===== src/rtl/pgm_ddram_arbiter.sv =====
// pgm_ddram_arbiter: shares the single DDRAM read port between the video
// graphics fetchers (sprite, text tile, BG tile, spare). One read is in flight
// at a time. Each returned 64-bit beat goes back to the requester that owns it.
// A timeout completes the read with an error if DDRAM never answers.
//
// Requester handshake: a requester raises req_valid[i] with req_addr slice i
// and holds both until req_ready[i] pulses for one cycle. The address is
// captured on that pulse. Exactly one rsp_valid[i] pulse follows each
// req_ready[i] pulse. rsp_err qualifies rsp_valid and means the data is invalid.
// On the DDRAM side, a cycle with ddram_rd=1 and ddram_busy=0 is the accepted
// read. A ddram_dout_ready pulse is consumed only while waiting for data.
module pgm_ddram_arbiter #(
  parameter int NREQ = 4,
  parameter int AW   = 29,
  parameter int DW   = 64,
  parameter int TMO  = 255
) (
  input  logic              clk,
  input  logic              reset,
  input  logic [NREQ-1:0]   req_valid,
  input  logic [NREQ-1:0]   req_urgent,
  input  logic [NREQ*AW-1:0] req_addr,
  output logic [NREQ-1:0]   req_ready,
  output logic [NREQ-1:0]   rsp_valid,
  output logic              rsp_err,
  output logic [DW-1:0]     rsp_data,
  output logic              ddram_rd,
  output logic [AW-1:0]     ddram_addr,
  input  logic              ddram_busy,
  input  logic [DW-1:0]     ddram_dout,
  input  logic              ddram_dout_ready,
  output logic [2:0]        owner,
  output logic              arb_busy,
  output logic [1:0]        dbg_state
);

  typedef enum logic [1:0] {
    S_IDLE  = 2'd0,
    S_ISSUE = 2'd1,
    S_WAIT  = 2'd2
  } state_e;

  // Last WAIT count value. No data on this cycle forces the error completion.
  localparam logic [7:0] TMO_LAST = 8'(TMO - 1);

  state_e          state_q, state_d;
  logic            rd_q, rd_d;
  logic [AW-1:0]   addr_q, addr_d;
  logic [2:0]      owner_q, owner_d;
  logic [7:0]      cnt_q, cnt_d;
  logic [NREQ-1:0] req_ready_q, req_ready_d;
  logic [NREQ-1:0] rsp_valid_q, rsp_valid_d;
  logic            rsp_err_q, rsp_err_d;
  logic [DW-1:0]   rsp_data_q, rsp_data_d;

  // Arbitration scratch. owner_q doubles as the round-robin pointer, because it
  // always holds the last granted index.
  logic [7:0]      cand;
  logic [3:0]      idx;
  logic [2:0]      win;
  logic            found;
  logic [AW-1:0]   win_addr;

  function automatic logic [NREQ-1:0] onehot(input logic [2:0] i);
    logic [NREQ-1:0] m;
    m = '0;
    for (int k = 0; k < NREQ; k++) begin
      if (i == 3'(k)) m[k] = 1'b1;
    end
    return m;
  endfunction

  // Winner selection: urgent-only class if any urgent request is valid,
  // then round-robin from (last grant + 1) mod NREQ.
  always_comb begin
    cand = '0;
    if ((req_valid & req_urgent) != '0) cand[NREQ-1:0] = req_valid & req_urgent;
    else                                cand[NREQ-1:0] = req_valid;
    win   = '0;
    found = 1'b0;
    idx   = '0;
    for (int i = 0; i < NREQ; i++) begin
      idx = {1'b0, owner_q} + 4'd1 + 4'(i);
      if (idx >= 4'(NREQ)) idx = idx - 4'(NREQ);
      if (!found && cand[idx[2:0]]) begin
        found = 1'b1;
        win   = idx[2:0];
      end
    end
  end

  // Address slice of the winning requester.
  always_comb begin
    win_addr = '0;
    for (int i = 0; i < NREQ; i++) begin
      if (win == 3'(i)) win_addr = req_addr[i*AW +: AW];
    end
  end

  // Next-state and registered-output logic of the IDLE/ISSUE/WAIT machine.
  always_comb begin
    state_d     = state_q;
    rd_d        = rd_q;
    addr_d      = addr_q;
    owner_d     = owner_q;
    cnt_d       = cnt_q;
    req_ready_d = '0;
    rsp_valid_d = '0;
    rsp_err_d   = 1'b0;
    rsp_data_d  = rsp_data_q;
    case (state_q)
      S_IDLE: begin
        if (found) begin
          req_ready_d = onehot(win);
          addr_d      = win_addr;
          owner_d     = win;
          state_d     = S_ISSUE;
        end
      end
      S_ISSUE: begin
        // The strobe rises one cycle after the grant. It stays high (with a
        // stable address) until DDRAM takes it.
        if (!rd_q) begin
          rd_d = 1'b1;
        end else if (!ddram_busy) begin
          rd_d    = 1'b0;
          cnt_d   = '0;
          state_d = S_WAIT;
        end
      end
      S_WAIT: begin
        if (ddram_dout_ready) begin
          rsp_data_d  = ddram_dout;
          rsp_valid_d = onehot(owner_q);
          state_d     = S_IDLE;
        end else begin
          cnt_d = cnt_q + 8'd1;
          if (cnt_q == TMO_LAST) begin
            rsp_valid_d = onehot(owner_q);
            rsp_err_d   = 1'b1;
            rsp_data_d  = '0;
            state_d     = S_IDLE;
          end
        end
      end
      default: state_d = S_IDLE;
    endcase
  end

  // State and output registers with synchronous active-high reset.
  always_ff @(posedge clk) begin
    if (reset) begin
      state_q     <= S_IDLE;
      rd_q        <= 1'b0;
      addr_q      <= '0;
      owner_q     <= '0;
      cnt_q       <= '0;
      req_ready_q <= '0;
      rsp_valid_q <= '0;
      rsp_err_q   <= 1'b0;
      rsp_data_q  <= '0;
    end else begin
      state_q     <= state_d;
      rd_q        <= rd_d;
      addr_q      <= addr_d;
      owner_q     <= owner_d;
      cnt_q       <= cnt_d;
      req_ready_q <= req_ready_d;
      rsp_valid_q <= rsp_valid_d;
      rsp_err_q   <= rsp_err_d;
      rsp_data_q  <= rsp_data_d;
    end
  end

  assign req_ready  = req_ready_q;
  assign rsp_valid  = rsp_valid_q;
  assign rsp_err    = rsp_err_q;
  assign rsp_data   = rsp_data_q;
  assign ddram_rd   = rd_q;
  assign ddram_addr = addr_q;
  assign owner      = owner_q;
  assign arb_busy   = (state_q != S_IDLE);
  assign dbg_state  = state_q;

endmodule


===== config.mk =====
export PLATFORM = sky130hd
export DESIGN_NAME = pgm_ddram_arbiter
export DESIGN_NICKNAME = d
export VERILOG_FILES = /design/src/rtl/pgm_ddram_arbiter.sv
export SDC_FILE = /design/constraint.sdc
export NUM_CORES = 1
export LEC_CHECK = 0
export CAP_MARGIN = 20
export CORE_MARGIN = 2
export CORE_UTILIZATION = 30
export DETAILED_ROUTE_END_ITERATION = 10
export PLACE_DENSITY = 0.73
export SYNTH_ARGS = -nofsm -noshare
export SYNTH_HDL_FRONTEND = slang
export SYNTH_SLANG_ARGS = --single-unit

===== constraint.sdc =====
create_clock -name clk -period 4.2 [get_ports clk]
set_input_delay 1.05 -clock clk [delete_from_list [all_inputs] [get_ports clk]]
set_output_delay 1.05 -clock clk [all_outputs]
set_load 0.03 [all_outputs]

Word level (Yosys, flattened, before mapping):

Cells that the tools add are included.

* output and inout bits: 109
* logic and storage cells: 114
* bits in registers: 116
* input port bits: 192

* equality and inequality tests: 14
* $add $sub $neg: 9
* order comparisons: 8
* mux-type cells: 50
* bitwise logic cells: 4
* reduce and logical (&&, ||, !) cells: 20

Operators by type and width (number)
* 64-bit 2-to-1 mux: 2
* 29-bit 2-to-1 mux: 4
* 3-bit 2-to-1 mux: 8
* 8-bit 2-to-1 mux: 3
* 1-bit 2-to-1 mux: 19
* 4-bit by 3-bit greater-or-equal comparator with 1-bit output, second input constant: 4
* 3-bit by 4-bit < comparator with 1-bit output, second input constant: 4
* 8-bit one-hot mux with 2 select lines: 1
* 1-bit binary-select mux with 3-bit select: 4
* 3-bit by 2-bit equality test with 1-bit output, second input constant: 4
* 4-bit 2-to-1 mux: 3
* 3-bit subtractor, second input constant: 4
* 2-bit 2-to-1 mux: 5
* 4-bit by 2-bit adder with 4-bit output, second input constant: 2
* 8-bit by 1-bit adder with 8-bit output, second input constant: 1
* 8-bit equality test, second input constant: 1
* 2-bit inequality test, second input constant: 4
* 4-bit AND reduction: 2
* 3-bit by 1-bit equality test with 1-bit output, second input constant: 2
* 3-bit zero test: 2
* 2-bit one-hot mux with 3 select lines: 1
* 2-bit nonzero test: 3
* 3-bit OR reduction: 2
* 3-bit by 1-bit adder with 4-bit output, second input constant: 1
* 12 further kinds: 19

Logic depth before layout (Yosys ltp):

Gate-level depths: netlist (run 1).

* depth in word-level cells: 20
* gate-level depth with buffers: 17
* mapped depth without buffers: 12

Worst setup path after synthesis (run 1):

Ideal clock, no wire load.

* path type: register -> register
* from: register owner_q[0] (netlist: owner[0])
* to: register addr_q[13] (netlist: ddram_addr[13])
* arrival: 3.144 ns
* buffers on the path: 3
* setup slack: 0.928 ns
* data required time: 4.072 ns
* setup time: 0.128 ns
* stages on the path, launching flop included: 15
* clock period less this slack: 3.272 ns
* cell sequence: dfxtp_1 buf_4 inv_2 ha_1 ha_1 and4b_1 a211oi_1 a41oi_2 a21bo_2 o22ai_1 o21a_1 o21ai_2 buf_6 buf_6 o221ai_2

* word-level cells in the longest chain between the ends: 20
* elaborated cells between the ends (all ways): 47
* classes of those cells: add/sub: 8; order compare: 4; eq/ne: 3; mux: 24; reduce/logical: 8

RTL lines
* from (decl): RTL line 49 `logic [2:0] owner_q, owner_d;`
* from (signal assigned): RTL line 166 `owner_q <= owner_d;`
* 3-bit by 1-bit adder with 4-bit output *: RTL line 83 `idx = {1'b0, owner_q} + 4'd1 + 4'(i);`
* branches (longest 19 deep; another with 4-bit by 1-bit adder with 4-bit output)
* to (signal assigned): RTL line 165 `addr_q <= addr_d;`
* to (decl): RTL line 48 `logic [AW-1:0] addr_q, addr_d;`

Every way passes the cells marked *. The select of a mux whose other input is x is not followed.
A chain may end at the register's enable or synchronous reset.

Final worst setup path (run 1):

* from: register owner_q[1] (netlist: owner[1])
* to: register addr_q[8] (netlist: ddram_addr[8])

Same word-level chain as after synthesis.

==> run_results.csv, run 1 <==
group,metric,value,unit
clock_tree,postCtsSetupRepairBufs,0,
placed_design,portBuffers,300,
job,drv_cap,0,
die,die_w,140.1,um
die,initial_core_util,30.70,%
yosys,synthArstFlopShare,0,%
placed_design,pre_cts_slack,0.2917,ns
setup_path,crit_type,"flop to flop",
yosys,synth_top_family_by_area,"compound AO/OA/AOI/OAI gates",
clock_tree,path_clk_slew,0.06,ns
sta,slew_headroom,51.22,%
drt,wirelength,17.95,mm
sta,fmax,275.3,MHz
global_routing,grt_max_degree,69,
yosys,syn-cell-area,5553,um2
drt,ant_nets,0,
drt,routed_via_density,5.038,
clock_tree,cts_root_buf,"clkbuf_16",
placed_design,gp_congestion,0.7709,
final_layout,layout.nets,1048,
global_routing,grt_overflow,0,
pwr,powerDensity,690.0,nW/um2
min_path,holdPathStages,2,
pwr,power.leakage,3.514,nW
yosys,ys.warnings.count,0,
clock_tree,htreeDepth,4,
yosys,synth_adder_area_share,2.479,%
final_layout,area_growth,66.76,%
yosys,muxShareOfSynthArea,10.66,%
yosys,synth_simple_gate_area_share,16.65,%
drt,first_iter_violations,252,
min_path,hold_path_class,"flop to flop",
final_layout,layout-drive-gt1-share,8.858,%
pwr,sw_frac_of_total,41.00,%
setup_path,arrival,3.91,ns
final_layout,final_core_util,51.20,%
global_routing,antenna_found_initial,0,
final_layout,fill_cells,1648,
final_layout,register_area,2322,um2
yosys,synth_nets,761,
drt,routed-via-count,5476,
die,die_h,140.1,um
setup_path,worstReg2RegStart,"owner[1]",
sta,fin_crit_sh,86.48,%
pwr,switching_power,2.620,mW
clock_tree,cts_tree,"done",
setup_path,crit_end,"ddram_addr[8]",
clock_tree,cts_num_sinks,116,
pwr,peakVddDrop,0.3791,mV
sta,setup_violations,0,
drt,avgRoutedWirePerCell,16.51,um
yosys,synth_compound_area_share,20.84,%
setup_path,r2r-end,"ddram_addr[8]",
clock_tree,clockBufferDepth,2,
setup_path,critPathCaptureType,"flop",
placed_design,hpwl,12.57,mm
drt,drc,22,
final_layout,multi_input_area,2908,um2
final_layout,diodes,0,
drt,dr.pass1.iters,8,
sta,skew,0.01083,ns
setup_path,crit_start,"owner[1]",
pwr,p_int,3.770,mW
setup_path,start_kind,"flop",
pwr,power_frac_clock,21.2,%
yosys,synth_top_cell_by_area,"dfxtp_1",
yosys,synth_area_leaders,"dfxtp_1, mux2i_1, a22oi_1",
yosys,synthXorXnorAreaFrac,1.262,%
clock_tree,ctsResizeCount,0,
setup_path,required,4.48,ns
yosys,avgSynthCellArea,9.951,um2
outcome,violations,"design-rule violations",
global_routing,grt_pass1_vias,5496,
sta,slew_viol_final,0,
die,rows,49,
yosys,ys_ff_latch,116,
pwr,seqPwrFrac,20.9,%
sta,rsz0062_at_grt,"no",
placed_design,numPlacedInstances,1055,
setup_path,worst-path-max-fanout,17,
die,die-area,19610,um2
clock_tree,clock_latency,0.41,ns
yosys,ys_seq_area_share,41.82,%
setup_path,reg2reg_slack,0.57,ns
yosys,yosysMostFrequentCell,"dfxtp_1",
yosys,synthTopCellsByCount,"dfxtp_1, nor2_1, a22oi_1, mux2i_1, nand3b_1",
die,core_area,18090,um2
die,pin_count,301,
sta,period_needed,3.632,ns
yosys,synth_top_area_share,41.82,%
global_routing,grt_pass1_wl,28.10,mm
yosys,synth-edff-count,0,
final_layout,final_cells,1087,
sta,tightest_slew,0.7317,ns
clock_tree,numCtsBuffers,17,
sta,hold_viol,0,
yosys,syn_inst,558,
outcome,status,"complete, but fails checks",
setup_path,ff2ff_path_depth,13,
sta,hold_slack,0.4950,ns
sta,timing.final.ws_setup,0.5676,ns
yosys,synth_ff_type,"dfxtp_1",
global_routing,grt.total_usage,17.86,%
pwr,p_comb_share,57.9,%
yosys,synth_cell_types,61,
sta,setup-tns-final,0,ns
clock_tree,hold_buffers,0,
==> worst min path at each step <==
stage / startpoint / endpoint
floorplan: cnt_q[7] / cnt_q[7]
global placement: cnt_q[7] / cnt_q[7]
detailed placement: rsp_data[60] / rsp_data[60]
CTS: cnt_q[7] / cnt_q[7]
global route: ddram_addr[22] / ddram_addr[22]
finish: rsp_data[11] / rsp_data[11]
==> state kept, by name, indices dropped and copies added (netlist names) <==
| signal | flops |
|---|---|
| dbg_state | 2 |
| owner | 3 |
| cnt_q | 8 |
| req_ready | 4 |
| ddram_rd | 1 |
| rsp_err | 1 |
| rsp_data | 64 |
| rsp_valid | 4 |
| ddram_addr | 29 |
==> cell families (layout without fill, tap and decap cells) <==
family / count (synthesis) / in the layout
and+or+nand+nor: 172 / 172
AOI/OAI and AO/OA: 140 / 140
DFF: 116 / 116
muxes: 59 / 59
buffers and inverters: 52 / 352
adders and majority gates: 11 / 11
xor gates and xnor gates: 8 / 8
==> stage by stage <==
stage / cell area, um2 / total power, mW
after global placement: 8712 / 5.002
final: 9260 / 6.390
after floorplan: 5553 / 4.368
after CTS: 9260 / 6.450
after global routing: 9260 / 6.764
after detailed placement: 8712 / 5.067
==> worst max-delay path, cell delays in order (launching register included) <==
cell and delay, ns:
dfxtp_1 0.41, ha_1 0.23, ha_1 0.36, inv_1 0.08, ha_1 0.32, and4b_1 0.20, a211oi_1 0.45, a41oi_2 0.07
a21boi_0 0.17, o211ai_1 0.28, nand3_4 0.34, buf_12 0.29, mux2i_1 0.16, o221ai_1 0.14
==> cell type report <==
| class | count | area share, % |
|---|---|---|
| Timing Repair Buffer | 312 | 34.18 |
| Multi-Input combinational cell | 390 | 31.40 |
| Sequential cell | 116 | 25.08 |
| Clock buffer | 17 | 4.594 |
| Tap cell | 229 | 3.094 |
| Clock inverter | 15 | 1.324 |
| Inverter | 8 | 0.3243 |
==> routing by layer <==
metal	global-route usage (%)	share of wire [%]	vias up
met4	5.051	1.1	0
met2	29.48	47	216
met3	7.385	9.7	13
met1	21.47	43	2580
li1	-	-	2667
met5	0	0	-
==> layout by cell type (no fill, tap or decap), types with 9 or more instances in the layout <==
master | Yosys | final
clkbuf_16 | 0 | 17
nand4_1 | 9 | 9
nor2_1 | 78 | 77
clkdlybuf4s50_1 | 0 | 299
nand2_1 | 11 | 11
o221ai_2 | 11 | 11
a22oi_1 | 64 | 64
nand3b_1 | 32 | 32
dfxtp_1 | 116 | 116
o221ai_1 | 18 | 18
nand3_1 | 9 | 9
a21oi_1 | 11 | 11
ha_1 | 11 | 11
mux2i_1 | 58 | 58
==> power groups by stage <==
| stage | sequential [mW] | clock [mW] | combinational (mW) |
|---|---|---|---|
| final | 1.33 | 1.36 | 3.70 |
| after global routing | 1.35 | 1.45 | 3.97 |
| after CTS | 1.34 | 1.40 | 3.72 |
| after detailed placement | 1.36 | 0 | 3.71 |
| after global placement | 1.36 | 0 | 3.64 |
| after floorplan | 1.60 | 0 | 2.77 |
Power figures use the tool's default switching activity.
==> run 2, diff against run 1 <==
- TNS_END_PERCENT: default -> 30
==> results of run 2 <==
The final DEF is identical to that of run 1; final timing and power are the same.
==> run 3, diff against run 2 <==
- CORE_UTILIZATION: 30 -> 39
- GPL_TIMING_DRIVEN: default -> 0
- PLACE_DENSITY: 0.73 -> 0.89
==> run 3 against run 2 <==
Compared with the run above:
- the flow now finishes without violations
- setup slack improved by 0.11 ns
- critical path type unchanged
- die area fell by 22%
- via count rose by 4.4%
- cell area rose by 1.6%
- sequential cell count did not move
- global-route usage rose by 6.8 points
- clock-buffer cell count rose by 2
- combinational power rose by 8.6%
- worst hold slack improved by 0.0014 ns
- cell count fell by 1.7%
- core utilization rose by 17 points
- critical endpoint is now ddram_addr[3]
==> run_results.csv, run 3 (synthesis gave the netlist of run 1 again) <==
group,metric,value,unit
final_layout,final_cell_mix,"clkdlybuf4s50_1, dfxtp_1, nor2_1",
clock_tree,htreeDepth,4,
setup_path,critPathMaxStageDelay,0.46,ns
global_routing,grt_pass1_wl,28.75,mm
die,pin_count,301,
final_layout,largest_register_ffs,64,
global_routing,grt_overflow,0,
setup_path,required,4.52,ns
global_routing,grt_pass1_vias,5759,
drt,dr.pass1.iters,5,
clock_tree,postCtsSetupRepairBufs,0,
clock_tree,cts_num_sinks,116,
outcome,status,"completed",
clock_tree,ctsResizeCount,0,
final_layout,layout.nets,1080,
sta,setup-tns-final,0,ns
global_routing,antenna_found_initial,0,
sta,tightest_slew,0.9276,ns
clock_tree,numCtsBuffers,17,
setup_path,start_kind,"flop",
placed_design,portBuffers,300,
final_layout,final_common_cell,"clkdlybuf4s50_1",
job,drv_cap,0,
pwr,power_frac_clock,22.4,%
die,die_h,123.3,um
final_layout,diodes,0,
die,rows,43,
placed_design,hpwl,14.66,mm
pwr,switching_power,2.674,mW
clock_tree,clock_latency,0.42,ns
pwr,seqPwrFrac,19.4,%
die,core_area,13880,um2
drt,wirelength,19.19,mm
drt,drc,0,
die,die_w,123.3,um
drt,avgRoutedWirePerCell,17.95,um
sta,fin_crit_sh,83.94,%
placed_design,gp_congestion,0.8993,
die,initial_core_util,40.00,%
setup_path,crit_type,"flop to flop",
sta,rsz0062_at_grt,"no",
drt,ant_nets,0,
min_path,hold_path_class,"flop to flop",
final_layout,final_core_util,67.81,%
setup_path,path_cells,"buf_4 > inv_2 > ha_1 > ha_1 > and4b_1 > a211oi_1 > a41oi_2 > a21bo_2 > a41o_1 > buf_6 > clkbuf_1 > nand3b_1 > o221ai_1",
final_layout,layout-drive-gt1-share,8.661,%
clock_tree,path_clk_slew,0.06,ns
sta,setup_violations,0,
clock_tree,cts_tree,"done",
setup_path,worst-path-max-fanout,10,
pwr,power.leakage,3.596,nW
drt,routed_via_density,5.349,
sta,period_needed,3.525,ns
clock_tree,clockBufferDepth,2,
final_layout,area_growth,69.51,%
pwr,sw_frac_of_total,38.75,%
drt,routed-via-count,5718,
sta,skew,0.01151,ns
sta,hold_viol,0,
global_routing,grt_max_degree,17,
clock_tree,hold_buffers,0,
clock_tree,cts_root_buf,"clkbuf_16",
drt,first_iter_violations,255,
setup_path,cp_slowest_cell,"dfxtp_1",
die,die-area,15210,um2
sta,slew_headroom,37.75,%
pwr,powerDensity,733.1,nW/um2
global_routing,grt.total_usage,24.62,%
setup_path,path_common_cell,"ha_1",
setup_path,cp_num_buf_inv,4,
setup_path,critPathTopFamily,"compound AO/OA/AOI/OAI gates",
setup_path,arrival,3.85,ns
setup_path,critPathCaptureType,"flop",
pwr,p_int,4.227,mW
pwr,p_comb_share,58.2,%
sta,fmax,283.7,MHz
pwr,peakVddDrop,0.5027,mV
sta,slew_viol_final,0,
==> run 3: changes by cell type in the layout (fill, tap and decap cells not counted), sizes merged <==
| cell | delta |
|---|---|
| clkbuf | +29 |
| clkinv | -4 |
| clkinvlp | +3 |
| clkdlybuf4s50 | +1 |
| bufinv | +4 |
| inv | -6 |
| buf | +4 |
==> run 3: worst paths after layout <==
check              start            end  slack (ns)  cells after the start
max             owner[0]  ddram_addr[3]        0.67                     13
min reg2reg  rsp_data[9]    rsp_data[9]        0.50                      2
max reg2reg     owner[0]  ddram_addr[3]        0.67                     13
min          rsp_data[9]    rsp_data[9]        0.50                      2
==> run 3: stage by stage <==
step | area (um2) | std cells | hold slack, ns | worst slack, ns | power, mW
after floorplan | 5553 | 558 | 0.4587 | 0.9280 | 4.368
after global placement | 8781 | 1038 | 0.4694 | 0.4106 | 5.334
after detailed placement | 8781 | 1038 | 0.4853 | 0.4144 | 5.378
after CTS | 9413 | 1069 | 0.5003 | 0.6296 | 6.944
after global routing | 9413 | 1069 | 0.5217 | 0.3807 | 7.261
final | 9413 | 1069 | 0.4963 | 0.6747 | 6.901
==> run 3: layout make-up <==
type | instances | area [um2]
Fill cell | 1042 | 4468
Timing Repair Buffer | 300 | 3003
Multi-Input combinational cell | 390 | 2882
Sequential cell | 116 | 2322
Clock buffer | 19 | 452.9
Buffer | 44 | 319.1
Tap cell | 180 | 225.2
Clock inverter | 12 | 178.9
Inverter | 8 | 30.03
==> run 3: tightest hold or removal path, stage by stage (launching register included) <==
cell	delay, ns
dfxtp_1	0.33
a22oi_1	0.06
nor2_1	0.07
==> run 3: power groups by stage <==
stage	Combinational, mW	Clock [mW]	Sequential, mW
final	4.02	1.55	1.34
after CTS	4.04	1.56	1.34
after global placement	3.98	0	1.36
after global routing	4.30	1.61	1.35
after detailed placement	4.02	0	1.36
after floorplan	2.77	0	1.60
==> run 3: routing by layer <==
metal | part of all wire [%] | track usage (%)
met4 | 2.8 | 10.94
met2 | 50 | 43.48
met3 | 10 | 10.29
met1 | 37 | 25.34
met5 | 0 | 0
